$ cat src/rtl/rv_pkg.sv
// Shared RV32I pipeline definitions: datapath width, reset PC, bubble encoding
// and the IF/ID pipeline register payload.
package rv_pkg;

   localparam int unsigned XLEN      = 32;
   localparam logic [XLEN-1:0] RESET_PC  = 32'h0000_0000;
   localparam logic [31:0]     NOP_INSTR = 32'h0000_0013;

   typedef struct packed {
      logic [31:0]     instr;
      logic [XLEN-1:0] pc;
      logic [XLEN-1:0] pc_plus4;
      logic            valid;
   } if_id_t;

   // Payload presented to decode when a bubble is injected.
   function automatic if_id_t if_id_bubble();
      if_id_t b;
      b.instr    = NOP_INSTR;
      b.pc       = '0;
      b.pc_plus4 = '0;
      b.valid    = 1'b0;
      return b;
   endfunction

endpackage

$ cat src/rtl/if_id_reg.sv
// IF/ID pipeline register: reset and clear load a bubble, enable low holds.
// Priority is rst > clr > hold > capture.
module if_id_reg
   import rv_pkg::*;
(
   input  logic   clk,
   input  logic   rst,
   input  logic   en,
   input  logic   clr,
   input  if_id_t d,
   output if_id_t q
);

   if_id_t state_q;
   if_id_t state_d;

   always_comb begin
      state_d = state_q;
      if (clr) begin
         state_d = if_id_bubble();
      end else if (en) begin
         state_d = d;
      end
   end

   always_ff @(posedge clk) begin
      if (rst) begin
         state_q <= if_id_bubble();
      end else begin
         state_q <= state_d;
      end
   end

   assign q = state_q;

endmodule

$ cat src/rtl/fetch_stage.sv
// Instruction-fetch stage: PC register, next-PC selection and the IF/ID register.
// All outputs come straight from flops; IMEM is read combinationally at PCF.
module fetch_stage #(
   parameter int unsigned     XLEN      = 32,
   parameter logic [XLEN-1:0] RESET_PC  = 32'h0000_0000,
   parameter logic [31:0]     NOP_INSTR = 32'h0000_0013
) (
   input  logic            clk,
   input  logic            rst,
   input  logic            StallF,
   input  logic            StallD,
   input  logic            FlushD,
   input  logic            PCSrcE,
   input  logic [XLEN-1:0] PCTargetE,
   input  logic [31:0]     InstrF,
   output logic [XLEN-1:0] PCF,
   output logic [31:0]     InstrD,
   output logic [XLEN-1:0] PCD,
   output logic [XLEN-1:0] PCPlus4D,
   output logic            ValidD
);

   import rv_pkg::*;

   logic [XLEN-1:0] pc_q;
   logic [XLEN-1:0] pc_d;
   logic [XLEN-1:0] pc_plus4_f;
   logic [XLEN-1:0] pc_target_aligned;

   if_id_t if_id_d;
   if_id_t if_id_q;

   assign pc_plus4_f        = pc_q + XLEN'(4);
   assign pc_target_aligned = {PCTargetE[XLEN-1:2], 2'b00};

   // A redirect must win over a concurrent stall or the branch would be lost.
   always_comb begin
      pc_d = pc_plus4_f;
      if (PCSrcE) begin
         pc_d = pc_target_aligned;
      end else if (StallF) begin
         pc_d = pc_q;
      end
   end

   always_ff @(posedge clk) begin
      if (rst) begin
         pc_q <= RESET_PC;
      end else begin
         pc_q <= pc_d;
      end
   end

   always_comb begin
      if_id_d.instr    = InstrF;
      if_id_d.pc       = pc_q;
      if_id_d.pc_plus4 = pc_plus4_f;
      if_id_d.valid    = 1'b1;
   end

   if_id_reg u_if_id_reg (
      .clk (clk),
      .rst (rst),
      .en  (~StallD),
      .clr (FlushD),
      .d   (if_id_d),
      .q   (if_id_q)
   );

   assign PCF      = pc_q;
   assign InstrD   = if_id_q.instr;
   assign PCD      = if_id_q.pc;
   assign PCPlus4D = if_id_q.pc_plus4;
   assign ValidD   = if_id_q.valid;

endmodule

$ cat config.mk
export PLATFORM = sky130hd
export DESIGN_NAME = fetch_stage
export DESIGN_NICKNAME = d
export VERILOG_FILES = /design/src/rtl/rv_pkg.sv /design/src/rtl/if_id_reg.sv /design/src/rtl/fetch_stage.sv
export SDC_FILE = /design/constraint.sdc
export NUM_CORES = 1
export LEC_CHECK = 0
export CELL_PAD_IN_SITES_DETAIL_PLACEMENT = 1
export CELL_PAD_IN_SITES_GLOBAL_PLACEMENT = 2
export CORE_MARGIN = 3
export CORE_UTILIZATION = 25
export DETAILED_ROUTE_END_ITERATION = 8
export PLACE_DENSITY = 0.77
export SETUP_SLACK_MARGIN = 0.05
export SKIP_CTS_REPAIR_TIMING = 1
export SYNTH_ARGS = -nofsm -noshare
export SYNTH_HDL_FRONTEND = slang
export SYNTH_SLANG_ARGS = --single-unit
$ cat constraint.sdc
create_clock -name clk -period 2.5 [get_ports clk]
set_input_delay 0.5 -clock clk [delete_from_list [all_inputs] [get_ports clk]]
set_output_delay 0.5 -clock clk [all_outputs]
set_load 0.1 [all_outputs]
==> metrics, run 1 <==
Setup Total Neg Slack=0 ns; clock tree from TritonCTS=built; worst-path maximum fanout=10; global placer's final weighted congestion=~0.75; Gate Count Post-Synth=roughly 600; Residual DRC=0; number of synthesized register bits=between 100 and 150; Worst Path Required=~2.8 ns; critical path arrival=around 2.5 ns; Worst Tran Pin Value=about 0.66 ns; Die W=about 150 um; Initial DRC Count=roughly 180; RSZ-0062 raised after global routing=no; status=complete, no violations; Diodes inserted=0; Total GRT Usage=0.159; hold crit path type=reg2reg; async set or reset register ratio after synthesis=0; H-tree depth=4; number of synthesized flops with an enable pin=0; TritonCTS Sinks=about 120; pins over their slew limit=0; largest net degree at the start of global routing=44; startpoint types=flop; Fillers=2416; row count=52; I/O Buffers=190; Congestion Overflow GR=0; maximum VDD drop=between 0.4 and 0.5 mV; Layout area overhead=47.7%; Worst slew margin=0.558; placed standard-cell area=about 0.0073 sq mm; CTS max path bufs=2; core area=about 0.02 sq mm; Syn Area/Cell=around 8.9 sq um; Die H=approximately 150 um; Yosys Warn Count=0; FF-to-FF setup slack=approximately 0.3 ns; Num CTS Buffers=17; final worst path period need=approximately 2.2 ns; FF-to-FF path depth=5; Final WS setup=between 0.3 and 0.4 ns; hold endpoint=u_if_id_reg.q[5]; first-pass GRT wire length=approximately 30 mm; Final Core Density=0.383; synthesized area=roughly 0.0053 sq mm; FF-to-FF Start=PCF[10]; setup violators final=0; Via Count=roughly 4900; # Max-Cap Violations=0; vias per cell=4.63; max frequency=about 450 MHz; root cell of the clock tree=clkbuf_16; vias in the first global route=about 5300; DRT Wirelength=18.6 mm; RR Endpoint=u_if_id_reg.q[29]; commonest non-fill, non-tap cells in the layout=buf_4, nor2_1, dfxtp_1; P per Cell Area=between 700 and 800 mW/mm^2; clk_lat worst skew=about 0.4 ns; initial antenna violation count=1; worst hold path startpoint=u_if_id_reg.q[5]; final worst-path cycle share=0.880; pre-CTS WS=0.199 ns; Detail Route Antenna Nets=0; Setup Crit Path Kind=reg2reg; dpl hpwl=about 14 mm; Synth cell types=38; Starting Density=0.259; drt first pass iters=4; commonest non-fill, non-tap cell in the layout=buf_4; top_reg_cell synth=dfxtp_1; total power draw=between 5000 and 6000 uW; Worst Setup End Kind=flop; Post-layout nets=848; Reg clk slew, reported paths=0.06 ns; I/O Pins=around 200; hold path depth=2; die area=around 0.023 sq mm; share of cells above drive strength 1=0.270; wire length per cell=approximately 18 um; sequential share of the synthesized area=0.462; Static Leakage=between 0.003 and 0.004 uW; Fin. Hold Viols=0; skew final=approximately 0.0078 ns; fin area=0.00787 sq mm
-- critical path, stage by stage, from the launching register on --
cell	delay, ns
dfxtp_2	0.46
nand4_4	0.18
or4_1	0.72
nor4_1	0.47
xnor2_1	0.17
a21oi_1	0.08
-- metrics by stage --
step / std cells / hold WS, ns
after floorplan: 601 / 0.625
after global placement: 1028 / 0.456
after detailed placement: 1028 / 0.461
after CTS: 1060 / 0.470
after global routing: 1060 / 0.499
final: 1060 / 0.465
-- cell usage after synthesis (2+ instances only) --
master | number | area, sq um
dfxtp_1 | 123 | 2460
and4_1 | 4 | 35.0
a311oi_1 | 3 | 26.3
nor4_1 | 9 | 56.3
a211oi_1 | 16 | 120
buf_1 | 6 | 22.5
nor2_1 | 101 | 379
buf_2 | 11 | 55.1
clkbuf_1 | 34 | 128
inv_1 | 7 | 26.3
mux2i_1 | 66 | 661
buf_4 | 6 | 45.0
nand4_1 | 11 | 68.8
nor2b_1 | 3 | 18.8
or4_1 | 2 | 15.0
xnor2_1 | 31 | 272
or3_1 | 4 | 25.0
and3_1 | 2 | 12.5
nand3_1 | 17 | 85.1
nor3_1 | 12 | 60.1
o21ai_0 | 24 | 120
nor4_2 | 2 | 25.0
clkbuf_2 | 2 | 10.0
a21oi_1 | 37 | 185
nand2_1 | 25 | 93.8
o21a_1 | 4 | 30.0
o21bai_1 | 3 | 22.5
xor2_1 | 21 | 184
-- power by group --
group / switching (uW) / internal [uW] / total, uW / leakage (uW)
clock network: 984 / 1480 / 2470 / 0.000279
registers: 95.1 / 2050 / 2140 / 0.00101
logic: 842 / 325 / 1170 / 0.00196
-- registers in the layout, summed over array words and instances, names as in the netlist --
signal         count
PCF               30
u_if_id_reg.q     93
-- final cells by class --
cell class              instances  area, sq um  area share
inverters                       8         30.0     0.00381
clock buffers                  17          425      0.0540
repair buffers                216         1820       0.232
clock inverters                15          164      0.0208
multi-input cells             411         2600       0.330
flip-flops and latches        123         2490       0.317
well taps                     270          338      0.0429
-- kinds of logic after synthesis --
kind of cell | after synthesis | synth area share
mux | 66 | 0.124
other cells | 1 | 0.000704
fa+ha+maj | 1 | 0.00235
simple gates | 196 | 0.172
flops | 123 | 0.462
xor+xnor | 52 | 0.0854
buf+inv | 67 | 0.0545
compound gates | 90 | 0.0991
-- layer usage --
metal / up-vias / track usage / share of wire / wire length (um)
met2: 125 / 0.278 / 0.50 / 9320
met5: - / 0 / 0.00091 / 17
met3: 22 / 0.0444 / 0.047 / 875
met4: 2 / 0.0437 / 0.013 / 246
met1: 2369 / 0.192 / 0.44 / 8160
li1: 2390 / - / - / -
-- worst max-delay path by stage --
stage	startpoint	to	slack (ns)	depth (start not counted)
after floorplan	PCF[19]	PCF[31]	0.08	6
after global placement	StallF	PCF[16]	0.23	7
after detailed placement	StallF	PCF[28]	0.20	5
after CTS	PCF[10]	u_if_id_reg.q[29]	0.28	5
after global routing	PCF[10]	PCF[28]	0.18	5
final	PCF[10]	u_if_id_reg.q[29]	0.30	5
No activity file was read; power rests on OpenSTA's default activity.
==> inputs of run 2 (changes only) <==
--- a/config.mk
+++ b/config.mk
@@ -10,7 +10,7 @@
 export CORE_MARGIN = 3
 export CORE_UTILIZATION = 25
 export DETAILED_ROUTE_END_ITERATION = 8
-export PLACE_DENSITY = 0.77
+export PLACE_DENSITY_LB_ADDON = 0.1
 export SETUP_SLACK_MARGIN = 0.05
 export SKIP_CTS_REPAIR_TIMING = 1
 export SYNTH_ARGS = -nofsm -noshare
==> run 2 against run 1 <==
  * Critical path depth stayed put
  * Largest power group unchanged
  * Flip-flop and latch count did not move
  * First-iteration DRC count shrank 15%
  * Critical path type unchanged
  * Critical endpoint is now PCF[28]
  * Register-to-register slack better by 0.05 ns
==> metrics, run 2 (synthesis results as in run 1) <==
footprint of the multi-input gates=around 0.0026 sq mm; H-tree depth=4; status=complete, no violations; maximum VDD drop=between 0.4 and 0.5 mV; pre-CTS WS=about 0.36 ns; vias per cell=between 4 and 5; placed standard-cell area=0.00728 sq mm; Total GRT Usage=0.160; CTS max path bufs=2; final worst-path cycle share=0.858; drt first pass iters=4; TritonCTS Sinks=123; startpoint types=flop; hold crit path type=reg2reg; commonest non-fill, non-tap cells in the layout=buf_4, nor2_1, dfxtp_1; total power draw=between 6000 and 7000 uW; Post-layout nets=about 850; worst-path maximum fanout=10; I/O Pins=approximately 200; # Max-Cap Violations=0; critical path arrival=about 2.4 ns; Die H=152 um; top cell family by delay on the critical path=simple AND/OR/NAND/NOR gates; core area=about 0.021 sq mm; Reg clk slew, reported paths=around 0.060 ns; pins over their slew limit=0; dpl hpwl=roughly 13 mm; final worst path period need=about 2.1 ns; DRT Wirelength=roughly 18 mm; Residual DRC=0; Static Leakage=0.00329 uW; Final Core Density=0.387; die area=between 0.02 and 0.025 sq mm; initial antenna violation count=1; max frequency=approximately 470 MHz; Worst Path Required=around 2.8 ns; Setup Crit Path Kind=reg2reg; critical-path cell list=nand4_4 -> or4_1 -> nor4_1 -> xnor2_1 -> a21oi_1; RSZ-0062 raised after global routing=no; skew final=0.00704 ns; Fillers=about 2400; Final WS setup=0.354 ns; first-pass GRT wire length=just under 30 mm; P per Cell Area=around 770 mW/mm^2; clk_lat worst skew=around 0.42 ns; Worst Setup End Kind=flop; Crit path buffers/inverters=0; slowest stage delay, CP=approximately 0.74 ns; Via Count=approximately 4900; root cell of the clock tree=clkbuf_16; number of flip-flops in the largest register=93; share of cells above drive strength 1=0.271; Congestion Overflow GR=0; Starting Density=0.259; Worst slew margin=0.646; Num CTS Buffers=17; wire length per cell=17.4 um; Fin. Hold Viols=0; Detail Route Antenna Nets=0; clock tree from TritonCTS=built; setup violators final=0; Layout area overhead=49.1%; Die W=~150 um; Setup Total Neg Slack=0 ns; largest net degree at the start of global routing=63; Register Area=roughly 0.0025 sq mm; slowest CP cell=or4_1; I/O Buffers=190; global placer's final weighted congestion=around 0.75; row count=52; Diodes inserted=0; vias in the first global route=approximately 5300; Initial DRC Count=154; Worst Tran Pin Value=between 0.5 and 0.6 ns; fin area=0.00795 sq mm; commonest non-fill, non-tap cell in the layout=buf_4
[run 2: cell types whose count changed in the layout (fill, tap and decap cells not counted)]
cell        change
inv_6           -1
clkinv_2        -2
clkinvlp_4      -2
nor2_2          +1
clkinv_4        +2
bufinv_16       +3
nor2_1          -1
[run 2: per-layer routing]
metal	vias to the layer above	global-route usage	share of wire
li1	2398	-	-
met1	2380	0.196	0.44
met2	125	0.270	0.49
met3	18	0.0492	0.053
met4	2	0.0514	0.015
met5	-	0	0.00070
[run 2: path summary, 6_finish.rpt]
path,startpoint,endpoint,slack (ns),depth (start not counted)
worst min-delay path,u_if_id_reg.q[5],u_if_id_reg.q[5],0.47,2
worst min register to register,u_if_id_reg.q[5],u_if_id_reg.q[5],0.47,2
worst max-delay path,PCF[10],PCF[28],0.35,5
worst max register to register,PCF[10],PCF[28],0.35,5
[run 2: final cells by class]
cell class	count	area share
clock inverters	15	0.0299
inverters	8	0.00378
flip-flops and latches	123	0.314
well taps	270	0.0425
clock buffers	17	0.0535
repair buffers	216	0.230
multi-input cells	411	0.327
[run 2: metrics by stage]
stage | std cells | hold slack, ns
3_5_place_dp | 1028 | 0.460
6_report | 1060 | 0.471
3_3_place_gp | 1028 | 0.453
2_1_floorplan | 601 | 0.625
4_1_cts | 1060 | 0.473
5_1_grt | 1060 | 0.496
[run 2: worst register-to-register path, stage by stage, from the launching register on]
cell	delay, ns
dfxtp_2	0.45
nand4_4	0.19
or4_1	0.74
nor4_1	0.40
xnor2_1	0.16
a21oi_1	0.08
[run 2: where the power goes]
| part | internal (uW) | switching, uW |
|---|---|---|
| registers | 2040 | 89.7 |
| logic | 326 | 842 |
| clock network | 1790 | 997 |
| total | 4160 | 1930 |
==> inputs of run 3 (changes only) <==
--- a/config.mk
+++ b/config.mk
@@ -13,6 +13,7 @@
 export PLACE_DENSITY_LB_ADDON = 0.1
 export SETUP_SLACK_MARGIN = 0.05
 export SKIP_CTS_REPAIR_TIMING = 1
+export SLEW_MARGIN = 10
 export SYNTH_ARGS = -nofsm -noshare
 export SYNTH_HDL_FRONTEND = slang
 export SYNTH_SLANG_ARGS = --single-unit
==> results of run 3 <==
Same layout as run 2: the final DEF is identical, and so are final timing and power.
